File: src/rtl/spi_reg_master_bridge_if.sv
// Register bus between the SPI bridge (master) and the per-domain reg lists (slave).
// Strobes are levels; addr/wr_data stay stable while a strobe is high.
interface spi_reg_master_bridge_if #(
    parameter int SPI_ADDR_LENGTH = 16,
    parameter int SHORT_REG_WD    = 16,
    parameter int RD_SLAVE_NUM    = 3
);
    logic                                 wr_en;
    logic                                 rd_en;
    logic                                 cmd_is_rd;
    logic [SPI_ADDR_LENGTH-1:0]           addr;
    logic [SHORT_REG_WD-1:0]              wr_data;
    logic [RD_SLAVE_NUM-1:0]              rd_sel;
    logic [RD_SLAVE_NUM*SHORT_REG_WD-1:0] rd_data;

    modport master (
        output wr_en, rd_en, cmd_is_rd, addr, wr_data,
        input  rd_sel, rd_data
    );

    modport slave (
        input  wr_en, rd_en, cmd_is_rd, addr, wr_data,
        output rd_sel, rd_data
    );
endinterface

File: src/rtl/spi_reg_master_bridge.sv
// Oversampled mode-0 SPI slave that turns host frames (cmd, addr, data)
// into level register-bus strobes and returns the selected read word on MISO.
module spi_reg_master_bridge #(
    parameter int                SPI_ADDR_LENGTH = 16,
    parameter int                SHORT_REG_WD    = 16,
    parameter int                CMD_WD          = 8,
    parameter logic [CMD_WD-1:0] CMD_WR          = 8'h80,
    parameter logic [CMD_WD-1:0] CMD_RD          = 8'h3d,
    parameter int                RD_SLAVE_NUM    = 3,
    parameter int                RD_LATCH_DLY    = 2
) (
    input  logic clk_ctrl,
    input  logic reset_ctrl,
    input  logic i_spi_clk,
    input  logic i_spi_cs_n,
    input  logic i_spi_mosi,
    output logic o_spi_miso,
    output logic o_spi_miso_oe,
    output logic o_frame_err,
    spi_reg_master_bridge_if.master bus
);
    localparam int AD_WD  = (SPI_ADDR_LENGTH > SHORT_REG_WD) ? SPI_ADDR_LENGTH : SHORT_REG_WD;
    localparam int SR_WD  = (AD_WD > CMD_WD) ? AD_WD : CMD_WD;
    localparam int CNT_WD = $clog2(SR_WD + 1);
    localparam logic [CNT_WD-1:0] CMD_LAST  = CNT_WD'(CMD_WD - 1);
    localparam logic [CNT_WD-1:0] ADDR_LAST = CNT_WD'(SPI_ADDR_LENGTH - 1);
    localparam logic [CNT_WD-1:0] DATA_LAST = CNT_WD'(SHORT_REG_WD - 1);
    localparam logic [2:0]        DLY_LAST  = 3'(RD_LATCH_DLY - 1);

    typedef enum logic [2:0] {
        IDLE, CMD, ADDR, WR_DATA, WR_HOLD, RD_WAIT, RD_DATA, DONE
    } state_t;

    state_t                   state, state_nx;
    logic                     err_nx;
    logic [2:0]               sck_s, cs_s, mosi_s;
    logic                     sck_rise, sck_fall, cs_rise, cs_fall;
    logic [1:0]               fill;
    logic                     armed;
    logic [CNT_WD-1:0]        cnt;
    logic [SR_WD-2:0]         sr;
    logic [SR_WD-1:0]         fw;
    logic [CMD_WD-1:0]        cmd_q;
    logic [2:0]               dly;
    logic [SHORT_REG_WD-1:0]  rd_sr, rd_word;
    logic                     wr_en, rd_en, cmd_is_rd;
    logic [SPI_ADDR_LENGTH-1:0] addr;
    logic [SHORT_REG_WD-1:0]  wr_data;

    assign sck_rise = sck_s[1] & ~sck_s[2];
    assign sck_fall = ~sck_s[1] & sck_s[2];
    assign cs_rise  = cs_s[1] & ~cs_s[2];
    assign cs_fall  = ~cs_s[1] & cs_s[2];
    assign fw       = {sr, mosi_s[2]};

    assign bus.wr_en     = wr_en;
    assign bus.rd_en     = rd_en;
    assign bus.cmd_is_rd = cmd_is_rd;
    assign bus.addr      = addr;
    assign bus.wr_data   = wr_data;

    // Lowest index wins: scan downwards so it is written last.
    always_comb begin
        rd_word = '0;
        for (int k = RD_SLAVE_NUM - 1; k >= 0; k--)
            if (bus.rd_sel[k]) rd_word = bus.rd_data[k*SHORT_REG_WD +: SHORT_REG_WD];
    end

    always_comb begin
        state_nx = state;
        err_nx   = 1'b0;
        unique case (state)
            IDLE:    if (cs_fall && armed) state_nx = CMD;
            CMD:     if (cs_rise) begin state_nx = IDLE; err_nx = 1'b1; end
                     else if (sck_rise && cnt == CMD_LAST) state_nx = ADDR;
            ADDR:    if (cs_rise) begin state_nx = IDLE; err_nx = 1'b1; end
                     else if (sck_rise && cnt == ADDR_LAST) begin
                         if (cmd_q == CMD_WR)      state_nx = WR_DATA;
                         else if (cmd_q == CMD_RD) state_nx = RD_WAIT;
                         else begin state_nx = DONE; err_nx = 1'b1; end
                     end
            WR_DATA: if (cs_rise) begin state_nx = IDLE; err_nx = 1'b1; end
                     else if (sck_rise && cnt == DATA_LAST) state_nx = WR_HOLD;
            WR_HOLD: if (cs_rise) state_nx = IDLE;
            RD_WAIT: if (cs_rise) begin state_nx = IDLE; err_nx = 1'b1; end
                     else if (dly == DLY_LAST) state_nx = RD_DATA;
            RD_DATA: if (cs_rise) begin state_nx = IDLE; err_nx = 1'b1; end
                     else if (sck_rise && cnt == DATA_LAST) state_nx = DONE;
            DONE:    if (cs_rise) state_nx = IDLE;
            default: state_nx = IDLE;
        endcase
    end

    // armed blocks a frame that was already under way when reset released.
    always_ff @(posedge clk_ctrl) begin
        if (reset_ctrl) begin
            sck_s  <= 3'b000;
            cs_s   <= 3'b111;
            mosi_s <= 3'b000;
            fill   <= 2'd0;
            armed  <= 1'b0;
        end else begin
            sck_s  <= {sck_s[1:0], i_spi_clk};
            cs_s   <= {cs_s[1:0], i_spi_cs_n};
            mosi_s <= {mosi_s[1:0], i_spi_mosi};
            if (fill != 2'd3) fill <= fill + 2'd1;
            if (fill == 2'd3 && cs_s[2]) armed <= 1'b1;
        end
    end

    always_ff @(posedge clk_ctrl) begin
        if (reset_ctrl) begin
            state         <= IDLE;
            o_frame_err   <= 1'b0;
            cnt           <= '0;
            sr            <= '0;
            cmd_q         <= '0;
            dly           <= '0;
            rd_sr         <= '0;
            wr_en         <= 1'b0;
            rd_en         <= 1'b0;
            cmd_is_rd     <= 1'b0;
            addr          <= '0;
            wr_data       <= '0;
            o_spi_miso    <= 1'b0;
            o_spi_miso_oe <= 1'b0;
        end else begin
            state       <= state_nx;
            o_frame_err <= err_nx;
            if (sck_rise) begin
                sr  <= fw[SR_WD-2:0];
                cnt <= cnt + 1'b1;
            end
            if (state != state_nx) cnt <= '0;
            unique case (state)
                CMD: if (state_nx == ADDR) begin
                    cmd_q     <= fw[CMD_WD-1:0];
                    cmd_is_rd <= (fw[CMD_WD-1:0] == CMD_RD);
                end
                ADDR: if (state_nx != ADDR && state_nx != IDLE) begin
                    addr <= fw[SPI_ADDR_LENGTH-1:0];
                    dly  <= '0;
                    if (state_nx == RD_WAIT) rd_en <= 1'b1;
                end
                WR_DATA: if (state_nx == WR_HOLD) begin
                    wr_data <= fw[SHORT_REG_WD-1:0];
                    wr_en   <= 1'b1;
                end
                RD_WAIT: begin
                    dly <= dly + 3'd1;
                    if (state_nx == RD_DATA) begin
                        rd_sr         <= rd_word;
                        o_spi_miso    <= rd_word[SHORT_REG_WD-1];
                        o_spi_miso_oe <= 1'b1;
                    end
                end
                // The fall after the last address bit precedes the data phase.
                RD_DATA: if (sck_fall && cnt != '0) begin
                    rd_sr      <= rd_sr << 1;
                    o_spi_miso <= rd_sr[SHORT_REG_WD-2];
                end
                default: ;
            endcase
            if (cs_rise) begin
                wr_en         <= 1'b0;
                rd_en         <= 1'b0;
                cmd_is_rd     <= 1'b0;
                o_spi_miso    <= 1'b0;
                o_spi_miso_oe <= 1'b0;
            end
        end
    end
endmodule
File: src/flat_wrapper.sv
// flat-port wrapper written by rule: the top's interface ports become plain ports
module spi_reg_master_bridge_flat 
#(
    parameter int                SPI_ADDR_LENGTH = 16,
    parameter int                SHORT_REG_WD    = 16,
    parameter int                CMD_WD          = 8,
    parameter logic [CMD_WD-1:0] CMD_WR          = 8'h80,
    parameter logic [CMD_WD-1:0] CMD_RD          = 8'h3d,
    parameter int                RD_SLAVE_NUM    = 3,
    parameter int                RD_LATCH_DLY    = 2
)
  (clk_ctrl, reset_ctrl, i_spi_clk, i_spi_cs_n, i_spi_mosi, o_spi_miso, o_spi_miso_oe, o_frame_err, bus_wr_en, bus_rd_en, bus_cmd_is_rd, bus_addr, bus_wr_data, bus_rd_sel, bus_rd_data);
  spi_reg_master_bridge_if #(.SPI_ADDR_LENGTH(SPI_ADDR_LENGTH), .SHORT_REG_WD(SHORT_REG_WD), .RD_SLAVE_NUM(RD_SLAVE_NUM)) bus_i ();
  input  logic clk_ctrl;
  input  logic reset_ctrl;
  input  logic i_spi_clk;
  input  logic i_spi_cs_n;
  input  logic i_spi_mosi;
  output logic o_spi_miso;
  output logic o_spi_miso_oe;
  output logic o_frame_err;
  output wire logic [$bits(bus_i.wr_en)-1:0] bus_wr_en;
  output wire logic [$bits(bus_i.rd_en)-1:0] bus_rd_en;
  output wire logic [$bits(bus_i.cmd_is_rd)-1:0] bus_cmd_is_rd;
  output wire logic [$bits(bus_i.addr)-1:0] bus_addr;
  output wire logic [$bits(bus_i.wr_data)-1:0] bus_wr_data;
  input wire logic [$bits(bus_i.rd_sel)-1:0] bus_rd_sel;
  input wire logic [$bits(bus_i.rd_data)-1:0] bus_rd_data;
  assign bus_wr_en = bus_i.wr_en;
  assign bus_rd_en = bus_i.rd_en;
  assign bus_cmd_is_rd = bus_i.cmd_is_rd;
  assign bus_addr = bus_i.addr;
  assign bus_wr_data = bus_i.wr_data;
  assign bus_i.rd_sel = bus_rd_sel;
  assign bus_i.rd_data = bus_rd_data;
  spi_reg_master_bridge #(.SPI_ADDR_LENGTH(SPI_ADDR_LENGTH), .SHORT_REG_WD(SHORT_REG_WD), .CMD_WD(CMD_WD), .CMD_WR(CMD_WR), .CMD_RD(CMD_RD), .RD_SLAVE_NUM(RD_SLAVE_NUM), .RD_LATCH_DLY(RD_LATCH_DLY)) u_core (.clk_ctrl(clk_ctrl), .reset_ctrl(reset_ctrl), .i_spi_clk(i_spi_clk), .i_spi_cs_n(i_spi_cs_n), .i_spi_mosi(i_spi_mosi), .o_spi_miso(o_spi_miso), .o_spi_miso_oe(o_spi_miso_oe), .o_frame_err(o_frame_err), .bus(bus_i));
endmodule
File: config.mk
export PLATFORM = sky130hd
export DESIGN_NAME = spi_reg_master_bridge_flat
export DESIGN_NICKNAME = d
export VERILOG_FILES = /design/src/rtl/spi_reg_master_bridge_if.sv /design/src/rtl/spi_reg_master_bridge.sv /design/src/flat_wrapper.sv
export SDC_FILE = /design/constraint.sdc
export NUM_CORES = 1
export LEC_CHECK = 0
export CORE_MARGIN = 4
export CORE_UTILIZATION = 41
export CTS_BUF_LIST = sky130_fd_sc_hd__clkbuf_16
export CTS_CLUSTER_SIZE = 10
export DETAILED_ROUTE_END_ITERATION = 10
export GPL_ROUTABILITY_DRIVEN = 0
export MAX_ROUTING_LAYER = met4
export PLACE_DENSITY = 0.67
export SLEW_MARGIN = 20
export SYNTH_ARGS = -nofsm -noshare
export SYNTH_HDL_FRONTEND = slang
export SYNTH_SLANG_ARGS = --single-unit
export TNS_END_PERCENT = 1
File: constraint.sdc
create_clock -name clk_ctrl -period 2.4 [get_ports clk_ctrl]
set_input_delay 0.48 -clock clk_ctrl [delete_from_list [all_inputs] [get_ports clk_ctrl]]
set_output_delay 0.48 -clock clk_ctrl [all_outputs]
set_load 0.1 [all_outputs]
==> run metrics, run 1 <==
pin count of the biggest net entering global routing 93; Yosys Warn Count 0; synthesized instance count 518; root buf cell clkbuf_16; DRC Markers 0; CP Class flop to flop; Fin Setup TNS 0 ns; Critical path buffers and inverters 0; #FFs+latches synth 99; GRT overflow 0; maximum capacitance violations 0; Worst Hold Class flop to flop; clock period minus final worst setup slack roughly 2.3 ns; via count 3,943; critical path's top delay family compound AO/OA/AOI/OAI gates; Reg2Reg Launch Point u_core.cnt[0]$_SDFFE_PP0P_; R2R setup slack 0.14 ns; overall power 0.003296 W; Initial Util 0.4184; Die H 110.4 um; R2R depth 8; GRT Resource Usage Total 0.1808; Setup crit end u_core.cnt[2]$_SDFFE_PP0P_; Final setup viols 0; CTS tree built; Bufs on Longest Clock Path 2; sequential element share of the synthesized area 0.4609; clk slew on worst S/H paths 0.07 ns; type of origin of the critical path flop; Skew-Pair Late Insertion Delay 0.34 ns; critical path capture point type flop; Max VDD drop 0.0003650 V; Crit. path cell count 8; hold_buf cts 0; Top FF cell, synth dfxtp_1; input/output buffers 93; Clock Skew 0.009666 ns; Slew Viols, Final 0; maximum fanout along the worst path 5; Final Core Density 0.5461; CP Cell Sequence ha_1 -> and3_1 -> ha_2 -> nand3b_1 -> nor4b_1 -> a2111o_1 -> a311o_2 -> nor3b_2; Mapped Area 0.004300 mm^2; relative slew slack 0.6414; RSZ-0062 raised after global routing no; Max stage delay on crit path between 0.4 and 0.5 ns; number of I/O pins 94; vias per cell 5.278; first-pass GRT wire length 18,370 um; Post-synth EDFFs 0; Routed Antenna Nets 0; fmax 443.2 MHz; Pleak ~2.2 nW; placed insts 729; total CTS buffers 9; final hold violations 0; slowest CP cell a2111o_1; Die Area ~0.012 mm^2; antenna violations before repair 0; WL/cell 14.26 um; syn_nets 580; Data required, critical path 2.67 ns; CP Data Arrival Time 2.53 ns; status finished, final reports clean; synth unique cells 53; number of H-tree levels 3; Final nets 668; final cell count without fillers 747; layout cells sized above 1 0.1489; Die W 110.4 um; CP startpoint u_core.cnt[0]$_SDFFE_PP0P_; Post-synth ARST share 0; Placement Rows 37; clk sinks 99; Cell Pwr Density 587.2 mW/mm^2; vias in the first global route about 3,800; reg2reg end u_core.cnt[2]$_SDFFE_PP0P_; n_diodes 0; Starting DRT DRC Count 293; drt first pass iters 4; placed wire-length estimate between 7000 and 8000 um; Syn-to-layout area delta 30.52%; Worst-Margin Slew 0.5367 ns; final wirelength 10,650 um; Mean Syn Cell Area 8.302 um^2; CORE AREA 0.01028 mm^2; crit share post-route 0.9400
[synthesized netlist by cell type (3+ instances only)]
| cell type | n | area [um^2] |
|---|---|---|
| nand2b_1 | 4 | 25.02 |
| nand2_1 | 104 | 390.4 |
| nand3_1 | 5 | 25.02 |
| nor3_1 | 6 | 30.03 |
| nor2b_1 | 10 | 62.56 |
| a31oi_1 | 4 | 25.02 |
| inv_1 | 32 | 120.1 |
| nand4_1 | 4 | 25.02 |
| or2_2 | 4 | 25.02 |
| a21oi_1 | 72 | 360.4 |
| a221oi_1 | 29 | 254.0 |
| ha_1 | 6 | 75.07 |
| nand3b_1 | 5 | 37.54 |
| clkbuf_1 | 27 | 101.4 |
| mux2i_1 | 9 | 90.09 |
| dfxtp_1 | 99 | 1982 |
| o21a_1 | 3 | 22.52 |
| nor2_1 | 29 | 108.9 |
| buf_2 | 9 | 45.04 |
| a211o_1 | 13 | 113.9 |
[final cells by class]
class / instances / area (um^2)
Sequential cell: 99 / 1982
Timing Repair Buffer: 116 / 1020
Clock inverter: 7 / 58.81
Inverter: 32 / 120.1
Clock buffer: 9 / 225.2
Multi-Input combinational cell: 348 / 2037
Tap cell: 136 / 170.2
Fill cell: 955 / 4664
[layer usage]
metal,vias up,share of wire,GRT usage
met5,-,0,-
met4,0,0.013,0.04680
met3,14,0.049,0.04000
met2,94,0.45,0.2811
met1,1863,0.48,0.2395
li1,1972,-,-
[power breakdown]
group	total, W	switching, W	leakage, nW	internal, W
Combinational	0.000247	0.000105	1.28	0.000142
Sequential	0.00167	0.0000124	0.800	0.00166
Clock	0.00138	0.000657	0.140	0.000720
Total	0.00330	0.000774	2.22	0.00252
[kinds of logic after synthesis]
| logic type | synth area share |
|---|---|
| adders and majority gates | 0.01746 |
| AOI/OAI and AO/OA | 0.2147 |
| buffers and inverters | 0.06721 |
| and+or+nand+nor | 0.2127 |
| muxes | 0.02095 |
| DFF | 0.4609 |
| xor gates and xnor gates | 0.006111 |
[flip-flops by register name (all words and copies together), names as in the netlist, 5 cells and up]
register	flops
u_core.sr	15
u_core.cmd_q	8
u_core.rd_sr	15
u_core.bus.addr	16
u_core.cnt	5
u_core.bus.wr_data	16
[cells in the final DEF (no fill, tap or decap), types with 3 or more instances in the layout]
cell             instances
clkinv_4                 3
nand2_1                104
a31oi_1                  4
mux2i_1                  9
nor2b_1                 10
nand2b_1                 4
nand4_1                  4
dfxtp_1                 99
a21oi_1                 71
buf_4                   59
clkdlybuf4s50_1         54
ha_1                     5
nor2_1                  29
nand3_1                  5
clkbuf_16                9
a221oi_1                29
inv_1                   32
a211o_1                 13
nor3_1                   6
or2_2                    4
nand3b_1                 5
o21a_1                   3
[repair_timing]
action / CTS / global route
endpoints found under the setup margin: 0 / 6
resized for setup: 0 / 3
buffers inserted: 0 / 2
[how the worst min path moves through the flow]
stage | from | end | slack, ns | cells after the start
final | u_core.cs_s[0]$_SDFF_PP1_ | u_core.cs_s[1]$_SDFF_PP1_ | 0.41 | 1
after global placement | u_core.cs_s[0]$_SDFF_PP1_ | u_core.cs_s[1]$_SDFF_PP1_ | 0.39 | 1
after floorplan | u_core.cs_s[0]$_SDFF_PP1_ | u_core.cs_s[1]$_SDFF_PP1_ | 0.39 | 1
after detailed placement | u_core.cs_s[0]$_SDFF_PP1_ | u_core.cs_s[1]$_SDFF_PP1_ | 0.39 | 1
after global routing | u_core.cs_s[0]$_SDFF_PP1_ | u_core.cs_s[1]$_SDFF_PP1_ | 0.45 | 1
after CTS | u_core.cs_s[0]$_SDFF_PP1_ | u_core.cs_s[1]$_SDFF_PP1_ | 0.41 | 1
[metrics by stage]
stage	hold slack, ns	setup slack (ns)	instance area (um^2)
3_3_place_gp	0.3928	0.1387	5306
6_report	0.4093	0.1439	5613
4_1_cts	0.4115	0.01264	5590
5_1_grt	0.4451	0.04672	5613
3_5_place_dp	0.3949	0.03388	5306
2_1_floorplan	0.3895	0.2337	4300
No activity file was read; power rests on OpenSTA's default activity.
==> run 2: changes to the inputs <==
Settings changed: CAP_MARGIN from default to 20.
==> results of run 2 <==
The final DEF is identical to that of run 1; final timing and power are the same.
==> run 3: changes to the inputs <==
Settings changed: CTS_BUF_LIST sky130_fd_sc_hd__clkbuf_16 to sky130_fd_sc_hd__clkbuf_8 sky130_fd_sc_hd__clkbuf_16.
==> run metrics, run 3 (synthesis gave the netlist of run 1 again) <==
status finished, final reports clean; RSZ-0062 raised after global routing no; CP Data Arrival Time 2.56 ns (+0.03 ns); clk slew on worst S/H paths 0.09 ns (+0.02 ns); Largest regs u_core.bus.addr: 16 flops, u_core.bus.wr_data: 16 flops; critical path capture point type flop; CP Cell Sequence ha_1 -> and3_1 -> ha_2 -> nand3b_1 -> nor4b_1 -> a2111o_1 -> a311o_2 -> nor3b_2; Die W 110.4 um (unchanged); WL/cell 14.18 um (-0.57%); DRC Markers 0 (unchanged); CP Class flop to flop; sequential power share 0.565 (+0.058); Pleak 2.175 nW (-1.8%); DP Area 0.005306 mm^2 (unchanged); post-route cell area 0.005522 mm^2 (-1.6%); Combinational Power Share 0.083 (+0.008); multi-input combinational cell area 0.002037 mm^2 (unchanged); root buf cell clkbuf_8; vias in the first global route 3,738 (-0.74%); Worst Hold Class flop to flop; placed wire-length estimate 7319 um (unchanged); layout cells sized above 1 0.1506 (+0.001637); GRT Resource Usage Total 0.1808 (about the same); R2R setup slack 0.14 ns (about the same); maximum fanout along the worst path 5 (unchanged); clock group share of total power 0.352 (-0.066); vias per cell 5.229 (-0.94%); Fin Setup TNS 0 ns (unchanged); Placement Rows 37 (unchanged); Worst-Margin Slew 0.5351 ns (-0.001572 ns); GR Util met3 0.04603 (+0.006027); Cell Pwr Density 535.8 mW/mm^2 (-8.7%); fmax 442.7 MHz (-0.12%); Clock Skew 0.01518 ns (+0.005511 ns); maximum capacitance violations 0 (unchanged); number of I/O pins 94 (unchanged); Routed Antenna Nets 0 (unchanged); slowest CP cell a2111o_1; Die H 110.4 um (unchanged); Bufs on Longest Clock Path 2 (unchanged); Psw 0.0007312 W (-5.6%); pre-CTS setup slack 0.03388 ns (unchanged); relative slew slack 0.6424 (+0.001051); CTS tree built; drt first pass iters 4 (unchanged); clk sinks 99 (unchanged); Internal 0.002227 W (-12%); met2 usage 0.2779 (-0.003236); hold_buf cts 0 (unchanged); Syn-to-layout area delta 28.40%; register area 0.001982 mm^2 (unchanged); crit share post-route 0.9412 (+0.001153); Filler Cells Inserted 969 (+1.5%); Final Core Density 0.5373 (-0.008888); Data required, critical path 2.70 ns (+0.03 ns); first-pass GRT wire length 18,290 um (-0.45%); clock period minus final worst setup slack 2.259 ns (+0.002768 ns); input/output buffers 93 (unchanged); Final setup viols 0 (unchanged); final hold violations 0 (unchanged); Skew-Pair Late Insertion Delay 0.37 ns (+0.03 ns); total CTS buffers 9 (unchanged); number of H-tree levels 3 (unchanged); Final nets 668 (unchanged); final wirelength 10,590 um (-0.57%); Sw Share 0.2472 (+0.01219); Starting DRT DRC Count 321 (+9.6%); type of origin of the critical path flop; antenna violations before repair 0 (unchanged); Initial Util 0.4184 (unchanged); Max stage delay on crit path 0.41 ns (about the same); Most Crowded Layer GR met2; n_diodes 0 (unchanged); commonest non-fill, non-tap cells in the layout nand2_1, dfxtp_1, a21oi_1; GRT overflow 0 (unchanged); GR Layer Usage met1 0.2402 (+0.0007753); Max VDD drop 0.0003118 V (-15%); via count 3,906 (-0.94%); most common cell after layout, fill and taps aside nand2_1; pin count of the biggest net entering global routing 93 (unchanged); hold_ws 0.4160 ns (+0.006679 ns); Die Area 0.01219 mm^2 (unchanged); Slew Viols, Final 0 (unchanged); final setup margin 0.1411 ns (-0.002768 ns); CORE AREA 0.01028 mm^2 (unchanged)
run 3: changes by cell type in the layout (fill, tap and decap cells not counted), sizes merged:
cell | before | now
clkbuf | 9 | 10
clkinv | 4 | 3
run 3: critical path, delay by kind of cell, from the launching register on:
kind,cells,cell delay (ns)
flip-flops,1,0.36
AO/OA/AOI/OAI,2,0.80
AND/OR/NAND/NOR,4,0.57
adder cells (fa/ha/maj),2,0.45
run 3: worst paths after layout:
check,start,end,cells past startpoint
worst max-delay path,u_core.cnt[0]$_SDFFE_PP0P_,u_core.cnt[2]$_SDFFE_PP0P_,8
worst min register to register,u_core.cs_s[0]$_SDFF_PP1_,u_core.cs_s[1]$_SDFF_PP1_,1
worst max register to register,u_core.cnt[0]$_SDFFE_PP0P_,u_core.cnt[2]$_SDFFE_PP0P_,8
worst min-delay path,u_core.cs_s[0]$_SDFF_PP1_,u_core.cs_s[1]$_SDFF_PP1_,1
run 3: final cells by class:
| type | instances | share of cell area |
|---|---|---|
| multi-input combinational | 348 | 0.3689 |
| sequential | 99 | 0.3589 |
| timing repair buffer | 116 | 0.1847 |
| tap | 136 | 0.03082 |
| clock buffer | 10 | 0.02493 |
| inverter | 32 | 0.02175 |
| clock inverter | 6 | 0.009971 |
run 3: metrics by stage:
stage               power, W  instances
floorplan           0.001827        518
global placement    0.001950        729
detailed placement  0.001957        729
CTS                 0.002996        745
global route        0.003085        747
finish              0.002959        747
run 3: repair_timing:
action                     CTS  global route
gates resized for setup      0             3
setup endpoints to repair    0             6
buffers inserted             0             2
run 3: power groups by stage:
stage / Combinational (W) / Clock [W] / Sequential (W)
after floorplan: 0.000120 / 0 / 0.00171
after global placement: 0.000241 / 0 / 0.00171
after detailed placement: 0.000246 / 0 / 0.00171
after CTS: 0.000248 / 0.00108 / 0.00167
after global routing: 0.000272 / 0.00114 / 0.00168
final: 0.000246 / 0.00104 / 0.00167
run 3: metal layers:
layer  routed length [um]  share of wire  up-vias
met1                 5072           0.48     1823
met5                    0              0        -
li1                     -              -     1969
met2                 4844           0.46      106
met3                  594          0.056        8
met4                   78         0.0074        0
